## src/rtl/systolic_mac_array.sv

```systemverilog
// systolic_mac_array: N x N output-stationary array of unsigned MAC PEs.
// Row operands flow left-to-right, column operands top-to-bottom, one register
// per hop. Each PE accumulates the products of matching valid operand pairs.
// Once PE(N-1,N-1) completes its K-th MAC the whole array freezes and the
// accumulators are presented on res_flat until rst or clear.
module systolic_mac_array #(
    parameter int D_W   = 8,
    parameter int N     = 2,
    parameter int K     = 2,
    parameter int ACC_W = 19
) (
    input  logic                 clk,
    input  logic                 rst,
    input  logic                 clear,
    input  logic [N*D_W-1:0]     in_x_flat,
    input  logic [N-1:0]         in_x_vld,
    input  logic [N*D_W-1:0]     in_y_flat,
    input  logic [N-1:0]         in_y_vld,
    output logic                 busy,
    output logic                 done,
    output logic                 res_valid,
    output logic [N*N*ACC_W-1:0] res_flat,
    output logic                 err
);
    localparam int CNT_W = $clog2(K + 1) + 1;
    localparam logic [CNT_W-1:0] CNT_LAST = CNT_W'(K - 1);

    typedef enum logic [1:0] {S_IDLE, S_COMPUTE, S_RESULT} state_t;
    state_t state_q, state_d;

    logic [N-1:0][N-1:0][D_W-1:0]   a_q, a_d, b_q, b_d, a_in, b_in;
    logic [N-1:0][N-1:0]            av_q, av_d, bv_q, bv_d, av_in, bv_in, mac;
    logic [N-1:0][N-1:0][2*D_W-1:0] prod;
    logic [N-1:0][N-1:0][ACC_W-1:0] acc_q, acc_d;
    logic [N-1:0][N-1:0][CNT_W-1:0] cnt_q, cnt_d;
    logic                           err_q, err_d, done_q, done_d;
    logic                           frozen, start, last_mac;

    assign frozen   = (state_q == S_RESULT);
    assign start    = in_x_vld[0] & in_y_vld[0];
    // The last PE completing its K-th MAC ends the computation.
    assign last_mac = mac[N-1][N-1] && (cnt_q[N-1][N-1] == CNT_LAST);

    // Operand routing: edge PEs take the input lanes, inner PEs their neighbour's registers.
    always_comb begin
        a_in  = '0;
        av_in = '0;
        b_in  = '0;
        bv_in = '0;
        for (int i = 0; i < N; i++) begin
            for (int j = 0; j < N; j++) begin
                if (j == 0) begin
                    a_in[i][j]  = in_x_flat[i*D_W +: D_W];
                    av_in[i][j] = in_x_vld[i];
                end else begin
                    a_in[i][j]  = a_q[i][(j > 0) ? j - 1 : 0];
                    av_in[i][j] = av_q[i][(j > 0) ? j - 1 : 0];
                end
                if (i == 0) begin
                    b_in[i][j]  = in_y_flat[j*D_W +: D_W];
                    bv_in[i][j] = in_y_vld[j];
                end else begin
                    b_in[i][j]  = b_q[(i > 0) ? i - 1 : 0][j];
                    bv_in[i][j] = bv_q[(i > 0) ? i - 1 : 0][j];
                end
            end
        end
    end

    // PE datapath: shift operands one hop, MAC on matched valids, flag lone valids.
    always_comb begin
        a_d   = a_q;
        av_d  = av_q;
        b_d   = b_q;
        bv_d  = bv_q;
        acc_d = acc_q;
        cnt_d = cnt_q;
        err_d = err_q;
        mac   = '0;
        prod  = '0;
        if (!frozen) begin
            a_d  = a_in;
            av_d = av_in;
            b_d  = b_in;
            bv_d = bv_in;
            for (int i = 0; i < N; i++) begin
                for (int j = 0; j < N; j++) begin
                    prod[i][j] = {{D_W{1'b0}}, a_in[i][j]} * {{D_W{1'b0}}, b_in[i][j]};
                    mac[i][j]  = av_in[i][j] & bv_in[i][j];
                    if (mac[i][j]) begin
                        acc_d[i][j] = acc_q[i][j] + ACC_W'(prod[i][j]);
                        cnt_d[i][j] = cnt_q[i][j] + CNT_W'(1);
                    end else if (av_in[i][j] ^ bv_in[i][j]) begin
                        err_d = 1'b1;
                    end
                end
            end
        end
    end

    // Next-state logic; done fires on the single edge that enters RESULT.
    always_comb begin
        state_d = state_q;
        unique case (state_q)
            S_IDLE:    if (start) state_d = last_mac ? S_RESULT : S_COMPUTE;
            S_COMPUTE: if (last_mac) state_d = S_RESULT;
            S_RESULT:  state_d = S_RESULT;
            default:   state_d = S_IDLE;
        endcase
        done_d = (state_q != S_RESULT) && (state_d == S_RESULT);
    end

    // State and pipeline registers; clear behaves exactly like rst.
    always_ff @(posedge clk) begin
        if (rst || clear) begin
            state_q <= S_IDLE;
            a_q     <= '0;
            av_q    <= '0;
            b_q     <= '0;
            bv_q    <= '0;
            acc_q   <= '0;
            cnt_q   <= '0;
            err_q   <= 1'b0;
            done_q  <= 1'b0;
        end else begin
            state_q <= state_d;
            a_q     <= a_d;
            av_q    <= av_d;
            b_q     <= b_d;
            bv_q    <= bv_d;
            acc_q   <= acc_d;
            cnt_q   <= cnt_d;
            err_q   <= err_d;
            done_q  <= done_d;
        end
    end

    // Outputs decoded from state; accumulators flattened row-major.
    always_comb begin
        busy      = (state_q == S_COMPUTE);
        res_valid = (state_q == S_RESULT);
        done      = done_q;
        err       = err_q;
        res_flat  = '0;
        for (int i = 0; i < N; i++) begin
            for (int j = 0; j < N; j++) begin
                res_flat[(i*N+j)*ACC_W +: ACC_W] = acc_q[i][j];
            end
        end
    end
endmodule
```

## config.mk

```make
export PLATFORM = sky130hd
export DESIGN_NAME = systolic_mac_array
export DESIGN_NICKNAME = d
export VERILOG_FILES = /design/src/rtl/systolic_mac_array.sv
export SDC_FILE = /design/constraint.sdc
export NUM_CORES = 1
export LEC_CHECK = 0
export BUFFER_PORTS_ARGS = -buffer_cell sky130_fd_sc_hd__buf_4
export CORE_ASPECT_RATIO = 2
export CORE_UTILIZATION = 64
export CTS_CLUSTER_SIZE = 30
export DETAILED_ROUTE_END_ITERATION = 12
export GPL_TIMING_DRIVEN = 0
export PLACE_DENSITY = 0.91
export SLEW_MARGIN = 10
export SYNTH_ARGS = -nofsm -noshare
export SYNTH_HDL_FRONTEND = slang
export SYNTH_SLANG_ARGS = --single-unit
```

## constraint.sdc

```tcl
create_clock -name clk -period 13.05 [get_ports clk]
set_clock_uncertainty 0.1 [all_clocks]
set_input_delay 1.9575 -clock clk [delete_from_list [all_inputs] [get_ports clk]]
set_output_delay 1.9575 -clock clk [all_outputs]
set_load 0.01 [all_outputs]
```

Yosys cells after proc, flatten, opt, wreduce, memory -nomap -nowiden
Index checks and enable logic that the tools add are counted.

Word-level logic and storage cells: 59. Output and inout port bits: 80. Input bits: 39. Flip-flop bits (word level): 119.

Multiplexer cells: 13. Equal/unequal tests: 5. Add/subtract/negate cells: 5. $mul: 4. Reductions and logical operators: 8. Bitwise gates (word level): 9.

Operators with widths (count): 19-bit by 16-bit adder with 19-bit output (4); 8-bit by 8-bit multiplier with 16-bit output (4); 1-bit two-way mux (8); 2-bit AND reduction (4); 2-bit two-way mux (3); 2-bit case mux with 3 select lines (1); 1-bit bitwise AND (4); 2-bit equality test, second input constant (2); 4-bit two-way mux (1); 1-bit XOR (4); 3-bit by 1-bit adder with 3-bit output, second input constant (1); 3-bit by 1-bit equality test with 1-bit output, second input constant (1); 2-bit by 1-bit equality test with 1-bit output, second input constant (1); 1-bit logical AND (2); 2-bit zero test (1); 2-bit inequality test, second input constant (1); 1-bit logical OR (1); 1-bit inverter (1).

Longest topological paths before layout
Word-level depth: 9. Gate-level depth with buffers: 19.

Worst setup path before layout
No wires, ideal clock.

Path type: in2reg. Start point: input in_y_flat[8]. End point: register acc_q, in the netlist res_flat[37]. Path slack: 6.918 ns. Setup time: 0.074 ns. Cell stages on the path: 17. Arrival: 5.957 ns. Path buffers: 1. Path through: clkbuf_1 -> nand2_1 -> fa_1 -> inv_1 -> fa_1 -> inv_1 -> fa_1 -> fa_1 -> inv_1 -> ha_1 -> o21ai_2 -> o21ai_2 -> nand2_2 -> o31ai_4 -> a211oi_1 -> or4_1 -> a31oi_1.

Longest elaborated chain between the ends: 2.

Ends and longest elaborated chain: from (decl) (line 17) `input logic [N*D_W-1:0] in_y_flat,`; 8-bit by 8-bit multiplier with 16-bit output (line 88) `prod[i][j] = {{D_W{1'b0}}, a_in[i][j]} * {{D_W{1'b0}}, b_in[i][j]};`; 19-bit by 16-bit adder with 19-bit output (line 91) `acc_d[i][j] = acc_q[i][j] + ACC_W'(prod[i][j]);`; to (signal assigned) (line 121) `acc_q <= '0;`; to (signal assigned) (line 131) `acc_q <= acc_d;`; to (decl) (line 34) `logic [N-1:0][N-1:0][ACC_W-1:0] acc_q, acc_d;`.

No other way between the ends. A chain may end at the register's enable or synchronous reset.

Final worst setup path
Start point: input in_x_flat[6]. End point: register acc_q, in the netlist res_flat[18].

Longest elaborated chain between the ends: 2.

Ends and longest elaborated chain: from (decl) (line 15) `input logic [N*D_W-1:0] in_x_flat,`; 8-bit by 8-bit multiplier with 16-bit output (line 88); 19-bit by 16-bit adder with 19-bit output (line 91).

No other way between the ends.

==> flow_summary.yaml <==
run_status:
  status: "completed"
timing:
  rsz0062_at_grt: "no"
  hold_viol_final: 0
  fmax_ghz: 0.157
  tightest_slew_ns: 1.14
  fin_setup_tns_ns: 0
  fin_crit_sh: 0.490
  final_max_slew_viol_count: 0
  period_minus_slack_ns: 6.39
  maxSlewHeadroom: 0.242
  setup_viol: 0
setup_path:
  path_max_fanout: 9
  start_kind: "primary input"
  critPathArrivalTime_ns: 6.65
  critPathMaxStageDelay_ns: 0.56
  cpMaxStageDelayCell: "fa_1"
  critPathBufInv: 4
  required_ns: 13.31
  path_cells: "clkbuf_1 -> nand2_1 -> fa_1 -> inv_1 -> fa_1 -> fa_1 -> inv_1 -> fa_1 -> inv_1 -> ha_1 -> a2111o_1 -> o22ai_1 -> o21ai_1 -> a31oi_1 -> nand4_1 -> o211ai_1"
  cpLargestDelayFamily: "adder cells"
  crit_type: "in -> reg"
  worst_setup_path_end_kind: "flop"
  crit_top_cell: "fa_1"
clocking:
  cts_made_buffers: 17
  cts_buffer_depth: 2
  hold_buffers: 0
  clk_latency_ns: 0.45
  cts_tree: "yes"
  cts_root_buf: "clkbuf_16"
  numClockSinks: 119
  cts_max_level: 4
  path_clk_slew_ns: 0.06
  cts_resized: 0
  cts_setup_buffers: 0
power_and_ir_drop:
  power_density_nw_per_um2: 85.6
  peakVddDrop_mv: 0.140
  leakage_nw: 8.53
cells_and_area:
  fin_nets: 2349
  regArea_um2: 2380
  n_antenna_cell: 0
  multi_input_area_um2: 10900
  nFillCells: 1630
  syn2layout_area_growth_pct: 11.7
  finish.utilization: 0.730
  drive_gt1_frac: 0.0789
place:
  dp_hpwl_um: 32600
  gp_congestion: 0.916
  portBuffers: 108
synthesis:
  synth_nets: 2222
  netlist_area_um2: 14900
  synth_flop_cell: "dfxtp_1"
  syn_area_per_cell_um2: 8.24
  yosysSeqAreaShare: 0.160
  ys_warn_count: 0
  ys_types: 63
  syn-instance-count: 1813
  ys_async_sr_fraction: 0
  synth-edff-count: 0
  ys_ff_latch: 119
route:
  ant_nets: 0
  num_vias: 13300
  drcViolationCount: 0
  wirelength_um: 41400
  drt_pre_antenna_iters: 6
  drt_iter0_drc: 1000
  wl_per_cell_um: 18.5
  viasPerCell: 5.96
grt:
  grt_max_degree: 17
  globalRouteOverflowTotal: 0
  grt_pass1_vias: 14300
  grt_usage: 0.371
  grt_antenna_before_repair: 0
  grt_pass1_wl_um: 67300
die:
  start_util: 0.654
  die_y_um: 218
  core_area_um2: 22800
  io_pins: 119
  dieArea_um2: 24000
  fp-row-count: 78
  die_w_um: 110
min_path:
  hold_class: "reg -> reg"
flow_run:
  max-cap-violations: 0
-- worst register-to-register path, cell delays in order, from the launching register on --
cell      delay, ns
dfxtp_1        0.30
clkbuf_1       0.38
nand2_1        0.17
fa_1           0.53
inv_1          0.05
fa_1           0.51
inv_1          0.06
fa_1           0.49
fa_1           0.50
inv_1          0.05
ha_1           0.33
o21ai_2        0.09
o21ai_2        0.19
nand2_2        0.11
o31ai_4        0.34
a211oi_1       0.12
or4_1          0.49
a31oi_1        0.17
-- power breakdown --
group	internal [mW]	switching, mW	total (mW)
combinational	0.226	0.328	0.554
sequential	0.374	0.0155	0.390
clock	0.299	0.185	0.483
total	0.899	0.528	1.43
-- worst paths after layout --
kind	end	slack, ns	depth (start not counted)	startpoint
min	bv_in[2]	0.37	2	bv_in[2]
max	res_flat[18]	6.66	16	in_x_flat[6]
min reg2reg	bv_in[2]	0.37	2	bv_in[2]
max reg2reg	res_flat[37]	7.96	17	a_in[14]
-- synth_stat cells, types with 3 or more instances --
| library cell | number | area, um2 |
|---|---|---|
| ha_1 | 170 | 2130 |
| nor3_1 | 16 | 80.1 |
| dfxtp_1 | 119 | 2380 |
| inv_1 | 387 | 1450 |
| and2_1 | 149 | 932 |
| o211ai_1 | 10 | 75.1 |
| o21a_1 | 16 | 120 |
| nor4_1 | 6 | 37.5 |
| a311o_1 | 3 | 30.0 |
| nor2b_1 | 13 | 81.3 |
| nor2_1 | 45 | 169 |
| a31oi_1 | 14 | 87.6 |
| a22o_1 | 3 | 26.3 |
| and3_1 | 4 | 25.0 |
| clkbuf_1 | 53 | 199 |
| or4_1 | 3 | 22.5 |
| o21ai_0 | 25 | 125 |
| o31ai_1 | 4 | 30.0 |
| a31o_2 | 3 | 26.3 |
| nand4_1 | 13 | 81.3 |
| nand2_1 | 288 | 1080 |
| xor2_1 | 13 | 114 |
| o21bai_1 | 5 | 37.5 |
| fa_1 | 200 | 4000 |
| nand3_1 | 25 | 125 |
| nor3b_1 | 3 | 22.5 |
| a21o_1 | 15 | 113 |
| and4_1 | 3 | 26.3 |
| o21ai_1 | 6 | 30.0 |
| xnor2_1 | 19 | 166 |
| a211oi_1 | 16 | 120 |
| nand2b_1 | 7 | 43.8 |
| buf_1 | 8 | 30.0 |
| a21oi_1 | 112 | 561 |
-- through the flow --
stage / setup WS, ns / area [um2] / power, mW / hold slack [ns] / std cells
final: 6.66 / 16700 / 1.43 / 0.371 / 2232
after global routing: 6.56 / 16700 / 1.51 / 0.378 / 2232
after CTS: 6.76 / 16700 / 1.42 / 0.362 / 2232
after detailed placement: 6.35 / 16100 / 0.934 / 0.352 / 2201
after global placement: 6.47 / 16100 / 0.910 / 0.343 / 2201
after floorplan: 6.92 / 14900 / 0.787 / 0.336 / 1813
-- final cells by class --
cell class | instances | area share
inverter | 387 | 0.0871
tap | 280 | 0.0210
clock buffer | 23 | 0.0293
multi-input combinational | 1245 | 0.651
clock inverter | 8 | 0.00578
timing repair buffer | 108 | 0.0486
buffer | 62 | 0.0140
sequential | 119 | 0.143
-- cell usage in the layout, fill, tap and decap left out, drive strengths merged, types with 17 or more instances in the layout --
master and count:
a21oi 114, inv 387, fa 200, a211oi 17, dfxtp 119, ha 170
buf 117, nor2 45, clkbuf 76, nand2 289, xnor2 19, nand3 25
o21ai 33, and2 149
-- metal layers --
layer  up-vias  wire, um  part of all wire  GRT usage
li1       5923         -                 -          -
met1      6418     13000              0.31      0.352
met2       689     21700              0.52      0.643
met3       275      3110             0.075     0.0965
met4         0      3650             0.088      0.317
met5         -         0                 0          0
-- state kept, by name (all words and copies together), names as in the netlist --
signal,count
a_in,16
av_in,2
b_in,16
bv_in,2
cnt_q,3
done,1
err,1
res_flat,76
state_q,2
-- kinds of logic (layout without fill, tap and decap cells) --
| kind of cell | count (synthesis) | after routing | synth area share |
|---|---|---|---|
| xor+xnor | 32 | 32 | 0.0188 |
| compound gates | 259 | 259 | 0.111 |
| simple gates | 582 | 582 | 0.186 |
| fa+ha+maj | 370 | 370 | 0.410 |
| flops | 119 | 119 | 0.160 |
| buf+inv | 449 | 588 | 0.113 |
| mux | 2 | 2 | 0.00142 |
Power figures use the tool's default switching activity.
